## config.mk

```make
export PLATFORM = sky130hd
export DESIGN_NAME = instr_fetch_unit_flat
export DESIGN_NICKNAME = d
export VERILOG_FILES = /design/src/rtl/cpu_isa_pkg.sv /design/src/rtl/instr_fetch_unit_if.sv /design/src/rtl/instr_fetch_unit_next_pc.sv /design/src/rtl/instr_fetch_unit.sv /design/src/flat_wrapper.sv
export SDC_FILE = /design/constraint.sdc
export NUM_CORES = 1
export LEC_CHECK = 0
export ABC_AREA = 1
export CAP_MARGIN = 25
export CORE_AREA = 2 2 59 84
export CTS_CLUSTER_SIZE = 10
export DETAILED_ROUTE_END_ITERATION = 8
export DIE_AREA = 0 0 61 86
export MAX_ROUTING_LAYER = met4
export PLACE_DENSITY_LB_ADDON = 0.1
export REMOVE_ABC_BUFFERS = 1
export SYNTH_ARGS = -nofsm -noshare
export SYNTH_HDL_FRONTEND = slang
export SYNTH_HIERARCHICAL = 1
export SYNTH_SLANG_ARGS = --single-unit
```

## constraint.sdc

```tcl
create_clock -name clk -period 1.8 [get_ports clk]
set_input_delay 0.36 -clock clk [delete_from_list [all_inputs] [get_ports clk]]
set_output_delay 0.36 -clock clk [all_outputs]
set_load 0.1 [all_outputs]
```

## src/rtl/cpu_isa_pkg.sv

```systemverilog
// Shared ISA constants and fetch-stage types.
// Every fetch-related block imports these so opcode and width definitions exist in one place.
package cpu_isa_pkg;

  localparam int PC_W    = 8;
  localparam int INSTR_W = 16;

  localparam logic [3:0] OP_J     = 4'hF;
  localparam logic [3:0] OP_BEQ   = 4'h7;
  localparam logic [3:0] OP_ADDI  = 4'h9;
  localparam logic [3:0] OP_SW    = 4'h6;
  localparam logic [3:0] OP_RTYPE = 4'h0;

  typedef enum logic {
    FETCH_RUN  = 1'b0,
    FETCH_HALT = 1'b1
  } fetch_state_t;

endpackage

```

## src/rtl/instr_fetch_unit_if.sv

```systemverilog
// Fetch-stage bus: ROM address/data, IF/ID handshake towards decode and the execute redirect.
// Handshake: decode takes if_instr_o on a rising clk edge where if_valid_o=1 and if_ready_i=1.
interface instr_fetch_unit_if;
  import cpu_isa_pkg::*;

  logic [PC_W-1:0]    pc_o;
  logic [INSTR_W-1:0] instr_i;
  logic               if_valid_o;
  logic [INSTR_W-1:0] if_instr_o;
  logic [PC_W-1:0]    if_pc_o;
  logic               if_ready_i;
  logic               redirect_i;
  logic [PC_W-1:0]    redirect_pc_i;
  logic               halt_o;

  modport master (
    output pc_o,
    input  instr_i,
    output if_valid_o,
    output if_instr_o,
    output if_pc_o,
    input  if_ready_i,
    input  redirect_i,
    input  redirect_pc_i,
    output halt_o
  );

  modport slave (
    input  pc_o,
    output instr_i,
    input  if_valid_o,
    input  if_instr_o,
    input  if_pc_o,
    output if_ready_i,
    output redirect_i,
    output redirect_pc_i,
    input  halt_o
  );

endinterface

```

## src/rtl/instr_fetch_unit_next_pc.sv

```systemverilog
// Combinational next-PC choice for the fetch stage: redirect, jump, increment or hold,
// plus detection of a jump whose target is its own address.
module fetch_next_pc
  import cpu_isa_pkg::*;
#(
  parameter logic [3:0] JUMP_OP = OP_J
) (
  input  fetch_state_t    i_state,
  input  logic            i_accept,
  input  logic [PC_W-1:0] i_pc,
  input  logic [3:0]      i_opcode,
  input  logic [PC_W-1:0] i_target,
  input  logic            i_redirect,
  input  logic [PC_W-1:0] i_redirect_pc,
  output logic [PC_W-1:0] o_next_pc,
  output logic            o_self_jump
);

  logic w_is_jump;

  always_comb begin
    w_is_jump   = (i_opcode == JUMP_OP);
    o_self_jump = w_is_jump && (i_target == i_pc);
    o_next_pc   = i_pc;
    // Redirect beats everything, even a stall or the halted state.
    if (i_redirect) begin
      o_next_pc = i_redirect_pc;
    end else if ((i_state == FETCH_RUN) && i_accept) begin
      if (o_self_jump) begin
        o_next_pc = i_pc;
      end else if (w_is_jump) begin
        o_next_pc = i_target;
      end else begin
        o_next_pc = i_pc + 1'b1;
      end
    end
  end

endmodule

```

## src/rtl/instr_fetch_unit.sv

```systemverilog
// Instruction fetch stage: drives the PC into a combinational ROM and registers the word
// into IF/ID, with predecoded jumps, branch redirect/flush, decode stall and self-jump halt.
module instr_fetch_unit
  import cpu_isa_pkg::*;
#(
  parameter logic [PC_W-1:0] RESET_PC = 8'h00,
  parameter logic [3:0]      JUMP_OP  = OP_J
) (
  input  logic                clk,
  input  logic                reset,
  instr_fetch_unit_if.master  bus,
  output fetch_state_t        o_dbg_state
);

  fetch_state_t       r_state,    w_state_next;
  logic [PC_W-1:0]    r_pc,       w_pc_next;
  logic               r_if_valid, w_if_valid_next;
  logic [INSTR_W-1:0] r_if_instr, w_if_instr_next;
  logic [PC_W-1:0]    r_if_pc,    w_if_pc_next;
  logic               r_halt,     w_halt_next;
  logic               w_accept;
  logic               w_self_jump;

  assign w_accept = !r_if_valid || bus.if_ready_i;

  fetch_next_pc #(
    .JUMP_OP (JUMP_OP)
  ) u_next_pc (
    .i_state       (r_state),
    .i_accept      (w_accept),
    .i_pc          (r_pc),
    .i_opcode      (bus.instr_i[15:12]),
    .i_target      (bus.instr_i[7:0]),
    .i_redirect    (bus.redirect_i),
    .i_redirect_pc (bus.redirect_pc_i),
    .o_next_pc     (w_pc_next),
    .o_self_jump   (w_self_jump)
  );

  always_ff @(posedge clk) begin
    if (reset) begin
      r_state    <= FETCH_RUN;
      r_pc       <= RESET_PC;
      r_if_valid <= 1'b0;
      r_if_instr <= '0;
      r_if_pc    <= '0;
      r_halt     <= 1'b0;
    end else begin
      r_state    <= w_state_next;
      r_pc       <= w_pc_next;
      r_if_valid <= w_if_valid_next;
      r_if_instr <= w_if_instr_next;
      r_if_pc    <= w_if_pc_next;
      r_halt     <= w_halt_next;
    end
  end

  always_comb begin
    w_state_next    = r_state;
    w_if_valid_next = r_if_valid;
    w_if_instr_next = r_if_instr;
    w_if_pc_next    = r_if_pc;
    w_halt_next     = r_halt;
    case (r_state)
      FETCH_RUN: begin
        // A flush only clears valid; the data fields keep their last loaded value.
        if (bus.redirect_i) begin
          w_if_valid_next = 1'b0;
        end else if (w_accept) begin
          w_if_instr_next = bus.instr_i;
          w_if_pc_next    = r_pc;
          w_if_valid_next = 1'b1;
          if (w_self_jump) begin
            w_state_next = FETCH_HALT;
            w_halt_next  = 1'b1;
          end
        end
      end
      FETCH_HALT: begin
        if (bus.redirect_i) begin
          w_if_valid_next = 1'b0;
          w_halt_next     = 1'b0;
          w_state_next    = FETCH_RUN;
        end else if (r_if_valid && bus.if_ready_i) begin
          w_if_valid_next = 1'b0;
        end
      end
      default: begin
        w_state_next = FETCH_RUN;
      end
    endcase
  end

  assign bus.pc_o       = r_pc;
  assign bus.if_valid_o = r_if_valid;
  assign bus.if_instr_o = r_if_instr;
  assign bus.if_pc_o    = r_if_pc;
  assign bus.halt_o     = r_halt;
  assign o_dbg_state    = r_state;

endmodule

```

## src/flat_wrapper.sv

```systemverilog
// flat-port wrapper written by rule: the top's interface ports become plain ports
module instr_fetch_unit_flat import cpu_isa_pkg::*;
#(
  parameter logic [PC_W-1:0] RESET_PC = 8'h00,
  parameter logic [3:0]      JUMP_OP  = OP_J
)
  (clk, reset, o_dbg_state, bus_pc_o, bus_instr_i, bus_if_valid_o, bus_if_instr_o, bus_if_pc_o, bus_if_ready_i, bus_redirect_i, bus_redirect_pc_i, bus_halt_o);
  instr_fetch_unit_if bus_i ();
  input  logic clk;
  input  logic reset;
  output fetch_state_t o_dbg_state;
  output wire logic [$bits(bus_i.pc_o)-1:0] bus_pc_o;
  input wire logic [$bits(bus_i.instr_i)-1:0] bus_instr_i;
  output wire logic [$bits(bus_i.if_valid_o)-1:0] bus_if_valid_o;
  output wire logic [$bits(bus_i.if_instr_o)-1:0] bus_if_instr_o;
  output wire logic [$bits(bus_i.if_pc_o)-1:0] bus_if_pc_o;
  input wire logic [$bits(bus_i.if_ready_i)-1:0] bus_if_ready_i;
  input wire logic [$bits(bus_i.redirect_i)-1:0] bus_redirect_i;
  input wire logic [$bits(bus_i.redirect_pc_i)-1:0] bus_redirect_pc_i;
  output wire logic [$bits(bus_i.halt_o)-1:0] bus_halt_o;
  assign bus_pc_o = bus_i.pc_o;
  assign bus_i.instr_i = bus_instr_i;
  assign bus_if_valid_o = bus_i.if_valid_o;
  assign bus_if_instr_o = bus_i.if_instr_o;
  assign bus_if_pc_o = bus_i.if_pc_o;
  assign bus_i.if_ready_i = bus_if_ready_i;
  assign bus_i.redirect_i = bus_redirect_i;
  assign bus_i.redirect_pc_i = bus_redirect_pc_i;
  assign bus_halt_o = bus_i.halt_o;
  instr_fetch_unit #(.RESET_PC(RESET_PC), .JUMP_OP(JUMP_OP)) u_core (.clk(clk), .reset(reset), .bus(bus_i), .o_dbg_state(o_dbg_state));
endmodule
```

* Word level (Yosys, flattened, before mapping)
Index checks and enable logic that the tools add are counted.
Word-level totals: flip-flop bits (word level) 35, input bits 28, output and inout port bits 35, logic and storage cells 47
Operators by class: add/sub/neg operators 1, eq/ne operators 9, mux-type cells 19, bitwise logic cells 2, reductions and logical operators 10
Operators with widths (count):
- $mux 8 | 4
- $mux 1 | 12
- $ne 2x2->1 const B | 5
- $add 8x1->8 const B | 1
- $eq 8x8->1 | 1
- $ne 3x3->1 const B | 2
- $pmux 1 s2 | 3
- $eq 4x4->1 const B | 1
- $reduce_and 2->1 | 2
- $reduce_and 4->1 | 1
- $logic_and 1x1->1 | 3
- $reduce_and 3->1 | 1
- $not 1->1 | 2
- $reduce_bool 2->1 | 1
- $logic_not 1->1 | 1
- $logic_or 1x1->1 | 1

* Longest topological paths before layout
word-level depth 6, gate-level depth with buffers 12, depth with buffers taken out 12

* Cells and area by module
Netlist, hierarchy kept.
Modules (own cells, without submodules):
- instr_fetch_unit | times used 1, cells each 207, area an instance 1472.7 um2, seq. area each 700.7 um2
- fetch_next_pc | times used 1, cells each 119, area an instance 571.8 um2, seq. area each 0.0 um2

* Worst setup path before layout
No wires, ideal clock.
kind flip-flop to flip-flop, from reg u_core.r_pc[1], in the netlist u_core/bus.pc_o[1], to reg u_core.r_pc[6], in the netlist u_core/bus.pc_o[6], data arrival time 2.048 ns, path slack -0.365 ns, stages on the path, launching flop included 13, buffers on the path 0, path through dfxtp_1 > ha_1 > nand2_1 > clkinv_1 > nand3_1 > nand2_1 > nand3_1 > nand3_1 > nand2_1 > nand2_1 > nand2_1 > inv_1 > nor2_1
Between the ends: cells in the longest elaborated chain, start to end 5
Ends and longest elaborated chain:
- start, declared | line instr_fetch_unit.sv:16 | logic [PC_W-1:0] r_pc, w_pc_next;
- start signal, assigned | line instr_fetch_unit.sv:50 | r_pc <= w_pc_next;
- $add 8x1->8 | line instr_fetch_unit_next_pc.sv:34 | o_next_pc = i_pc + 1'b1;
- $mux 8 | line instr_fetch_unit_next_pc.sv:31 | end else if (w_is_jump) begin
- $mux 8 | line instr_fetch_unit_next_pc.sv:29 | if (o_self_jump) begin
- $mux 8 | line instr_fetch_unit_next_pc.sv:28 | end else if ((i_state == FETCH_RUN) && i_accept) begin
- $mux 8 | line instr_fetch_unit_next_pc.sv:26 | if (i_redirect) begin
- via u_core.w_pc_next[6] | line instr_fetch_unit.sv:16
The timed path passes the listed nets, and every way through them passes these cells. The select of a mux whose other input is x is not followed. A chain may end at the register's enable or synchronous reset.

* Worst setup path after layout
from in bus_instr_i[1], to reg u_core.r_halt, in the netlist u_core/bus.halt_o
Between the ends: cells in the longest elaborated chain, start to end 4
Ends and longest elaborated chain:
- start, declared | line flat_wrapper.sv:13 | input wire logic [$bits(bus_i.instr_i)-1:0] bus_instr_i;
- $eq 8x8->1 | line instr_fetch_unit_next_pc.sv:23 | o_self_jump = w_is_jump && (i_target == i_pc);
- $logic_and 1x1->1 | line instr_fetch_unit_next_pc.sv:23
- via u_core.w_self_jump | line instr_fetch_unit.sv:22 | logic w_self_jump;
- $ne 2x2->1 (no line)
- $reduce_and 4->1 (no line)
- end signal, assigned | line instr_fetch_unit.sv:54 | r_halt <= w_halt_next;
- end, declared | line instr_fetch_unit.sv:20 | logic r_halt, w_halt_next;
The timed path passes the listed nets, and every way through them passes these cells.

==> out/metrics.yaml <==
detailroute.via_count: 2119
max-cap-violations: 0
insertedDiodeCount: 0
data_arrival_critical_path_ns: 1.78
hold_path.class: "reg2reg"
outcome: "finished clean"
crit_slowest_cell: "sky130_fd_sc_hd__clkdlybuf4s50_1"
gp_congestion: 0.855
synth_top_family_by_area: "simple AND/OR/NAND/NOR gates"
worst-r2r-setup-slack_ns: 0.27
first_iter_violations: 114
post_synth_mux_area_share_pct: 0
die_w_um: 61
report.final.hold_viol_count: 0
worst_ep_required_time_ns: 2.02
max_slew.worst_pin.slew_ns: 0.477
synth_seq_cells: 35
area_growth_syn_to_layout_pct: 58.9
clkSlewWorstSetupHoldPaths_ns: 0.07
post_drt_via_cell_ratio: 4.62
worst_path_max_fanout: 3
min_period_over_period_pct: 86.6
synth.lib_cells_used.distinct: 28
skew_ns: 0.00608
final_period_minus_worst_setup_slack_ns: 1.56
fillers: 360
ios: 63
worst_hold_startpoint: "u_core/bus.halt_o"
final_nets: 427
synth_async_sr_flop_share_pct: 0
grt_pass1_wl_um: 8450
cp_max_stage_delay_ns: 0.43
placementRows: 29
cellPowerDensity_mw_per_mm2: 804
number_of_enable_type_register_cells_in_the_synthesized_netlist: 0
cts_made_buffers: 5
dpl_cell_area_mm2: 0.00313
post_cts_resized: 0
grt_setup_unrepaired: "false"
route.final.wire_length_um: 5000
synth_xor_area_share_pct: 0.428
grt_remaining_overflow: 0
regToRegStartpoint: "u_core/bus.pc_o[2]"
internal_power_mw: 1.65
finish.instance_area_mm2: 0.00325
achievable_freq_mhz: 641
p_comb_share_pct: 37.6
timing.hold.worst_path_depth: 2
clk_latency_ns: 0.28
wl_per_cell_um: 10.9
crit_path_cell_chain: "clkdlybuf4s50_1 > inv_1 > o22ai_1 > nor3_1 > nand3_1 > nor3_1 > nand3_1 > a21oi_1"
setup_violations: 0
switching_share_pct: 36.8
worstSetupStartpointType: "input port"
cts_hold_repair.buffers: 0
fp.dieArea_mm2: 0.00525
first_global_vias: 1891
mostFrequentLayoutCell: "sky130_fd_sc_hd__nand2_1"
drive_gt1_share_pct: 17.9
leakage_nw: 1.55
h-tree-depth: 2
post-route-drc-count: 0
share_seq_of_total_power_pct: 34.4
synth-warning-count: 6
syn_inst: 326
design.core.area_mm2: 0.00446
clock_sinks: 35
cts_post_setup_buffers_inserted: 0
synth-adder-area-share_pct: 1.84
worstSetupPathType: "in2reg"
place.detailed.hpwl_um: 3740
floorplan.die.height_um: 86
power.share.clock_pct: 28.0
leading_register_cell_type_out_of_synthesis: "sky130_fd_sc_hd__dfxtp_1"
min_delay_worst_endpoint: "u_core/bus.halt_o"
syn_area_mm2: 0.00204
crit-reg2reg-capture: "u_core/bus.halt_o"
yosysSeqAreaShare_pct: 34.3
synth_simple_gate_area_share_pct: 37.1
final-max-slew-violation-count: 0
end_kind: "register"
start_util_pct: 45.8
ant_nets: 0
grt_start_max_net_pins: 41
slew_headroom_pct: 68.2
fin_setup_tns_ns: 0
grt_antenna_before_repair: 0
tritoncts: "built"
syn-mean-instance-area_um2: 6.27
reg2reg_depth: 6
cts_max_path_buffers: 2
layout.cells.most_common_list: "sky130_fd_sc_hd__nand2_1 (80), sky130_fd_sc_hd__inv_1 (43), sky130_fd_sc_hd__nor2_1 (41), sky130_fd_sc_hd__nand3_1 (39), sky130_fd_sc_hd__buf_12 (37)"
compound_gate_portion_of_the_synthesized_area_pct: 11.2
numPortBuffers: 62
grt_util_all_layers_pct: 21.2
drt_pass1_iterations: 4
power_switching_mw: 0.963
root_buf_cell: "sky130_fd_sc_hd__clkbuf_8"
power.ir.vdd_worst_v: 0.000527
## registers in the layout (all words and copies together) (netlist names)
register and flops:
u_core/bus.pc_o 8, u_core/bus.if_valid_o 1, u_core/bus.halt_o 1, u_core/bus.if_pc_o 8, u_core/o_dbg_state 1, u_core/bus.if_instr_o 16
## cells by family (layout without fill, tap and decap cells)
logic type | count (synthesis) | in the layout
adder cells (fa/ha/maj) | 3 | 3
XOR/XNOR | 1 | 1
AND/OR/NAND/NOR | 174 | 174
AO/OA/AOI/OAI | 44 | 44
buffers and inverters | 69 | 140
flip-flops | 35 | 35
## synthesized netlist by cell type, types with 4 or more instances
library cell | n | area, um^2
sky130_fd_sc_hd__a21oi_1 | 28 | 140
sky130_fd_sc_hd__nor2_1 | 41 | 154
sky130_fd_sc_hd__o21ai_0 | 9 | 45.0
sky130_fd_sc_hd__nand2_1 | 80 | 300
sky130_fd_sc_hd__dfxtp_1 | 35 | 701
sky130_fd_sc_hd__nand2_2 | 4 | 25.0
sky130_fd_sc_hd__clkinv_1 | 8 | 30.0
sky130_fd_sc_hd__nand3_1 | 39 | 195
sky130_fd_sc_hd__inv_1 | 43 | 161
sky130_fd_sc_hd__buf_2 | 7 | 35.0
sky130_fd_sc_hd__buf_4 | 4 | 30.0
## worst max path at each step
stage / start / end / slack (ns) / cells after the start
2_1_floorplan: u_core/bus.if_valid_o / u_core/bus.pc_o[0] / -0.69 / 10
3_3_place_gp: bus_instr_i[1] / u_core/bus.halt_o / -0.01 / 8
3_5_place_dp: bus_instr_i[1] / u_core/bus.halt_o / -0.06 / 8
4_1_cts: bus_instr_i[1] / u_core/bus.halt_o / 0.24 / 8
5_1_grt: u_core/bus.pc_o[0] / u_core/bus.pc_o[2] / 0.12 / 10
6_report: bus_instr_i[1] / u_core/bus.halt_o / 0.24 / 8
## metrics by stage
stage	utilization [%]	hold WS, ns	instances	total power [mW]	worst slack (ns)
after floorplan	-	0.431	312	1.49	-0.691
after global placement	70.2	0.477	451	1.90	-0.0118
after detailed placement	70.2	0.480	451	1.90	-0.0574
after CTS	72.8	0.491	459	2.64	0.240
after global routing	72.8	0.521	459	2.74	0.118
final	72.8	0.488	459	2.61	0.241
## power groups by stage
| stage | sequential (mW) | combinational [mW] | clock, mW |
|---|---|---|---|
| 6_report | 0.899 | 0.983 | 0.732 |
| 5_1_grt | 0.906 | 1.04 | 0.791 |
| 4_1_cts | 0.899 | 0.987 | 0.751 |
| 3_5_place_dp | 0.917 | 0.985 | 0 |
| 3_3_place_gp | 0.915 | 0.980 | 0 |
| 2_1_floorplan | 1.28 | 0.210 | 0 |
## layout make-up
| cell class | instances | area (um^2) | area share, % |
|---|---|---|---|
| repair buffers | 77 | 1110 | 34.1 |
| multi-input cells | 222 | 1040 | 31.9 |
| flip-flops and latches | 35 | 701 | 21.6 |
| inverters | 55 | 209 | 6.43 |
| clock buffers | 6 | 82.6 | 2.54 |
| well taps | 62 | 77.6 | 2.39 |
| clock inverters | 2 | 35.0 | 1.08 |
## worst max-delay path: cells and delay by family
| kind | cells | cell delay, ns |
|---|---|---|
| AO/OA/AOI/OAI | 2 | 0.21 |
| AND/OR/NAND/NOR | 4 | 0.67 |
| buffers and inverters | 2 | 0.55 |
## metal layers
layer  share of wire (%)  track usage [%]
met1                  44             25.1
met5                   0                -
met4                 1.3             6.13
met3                 3.7             3.62
met2                  51             36.0
Power figures use the tool's default switching activity.
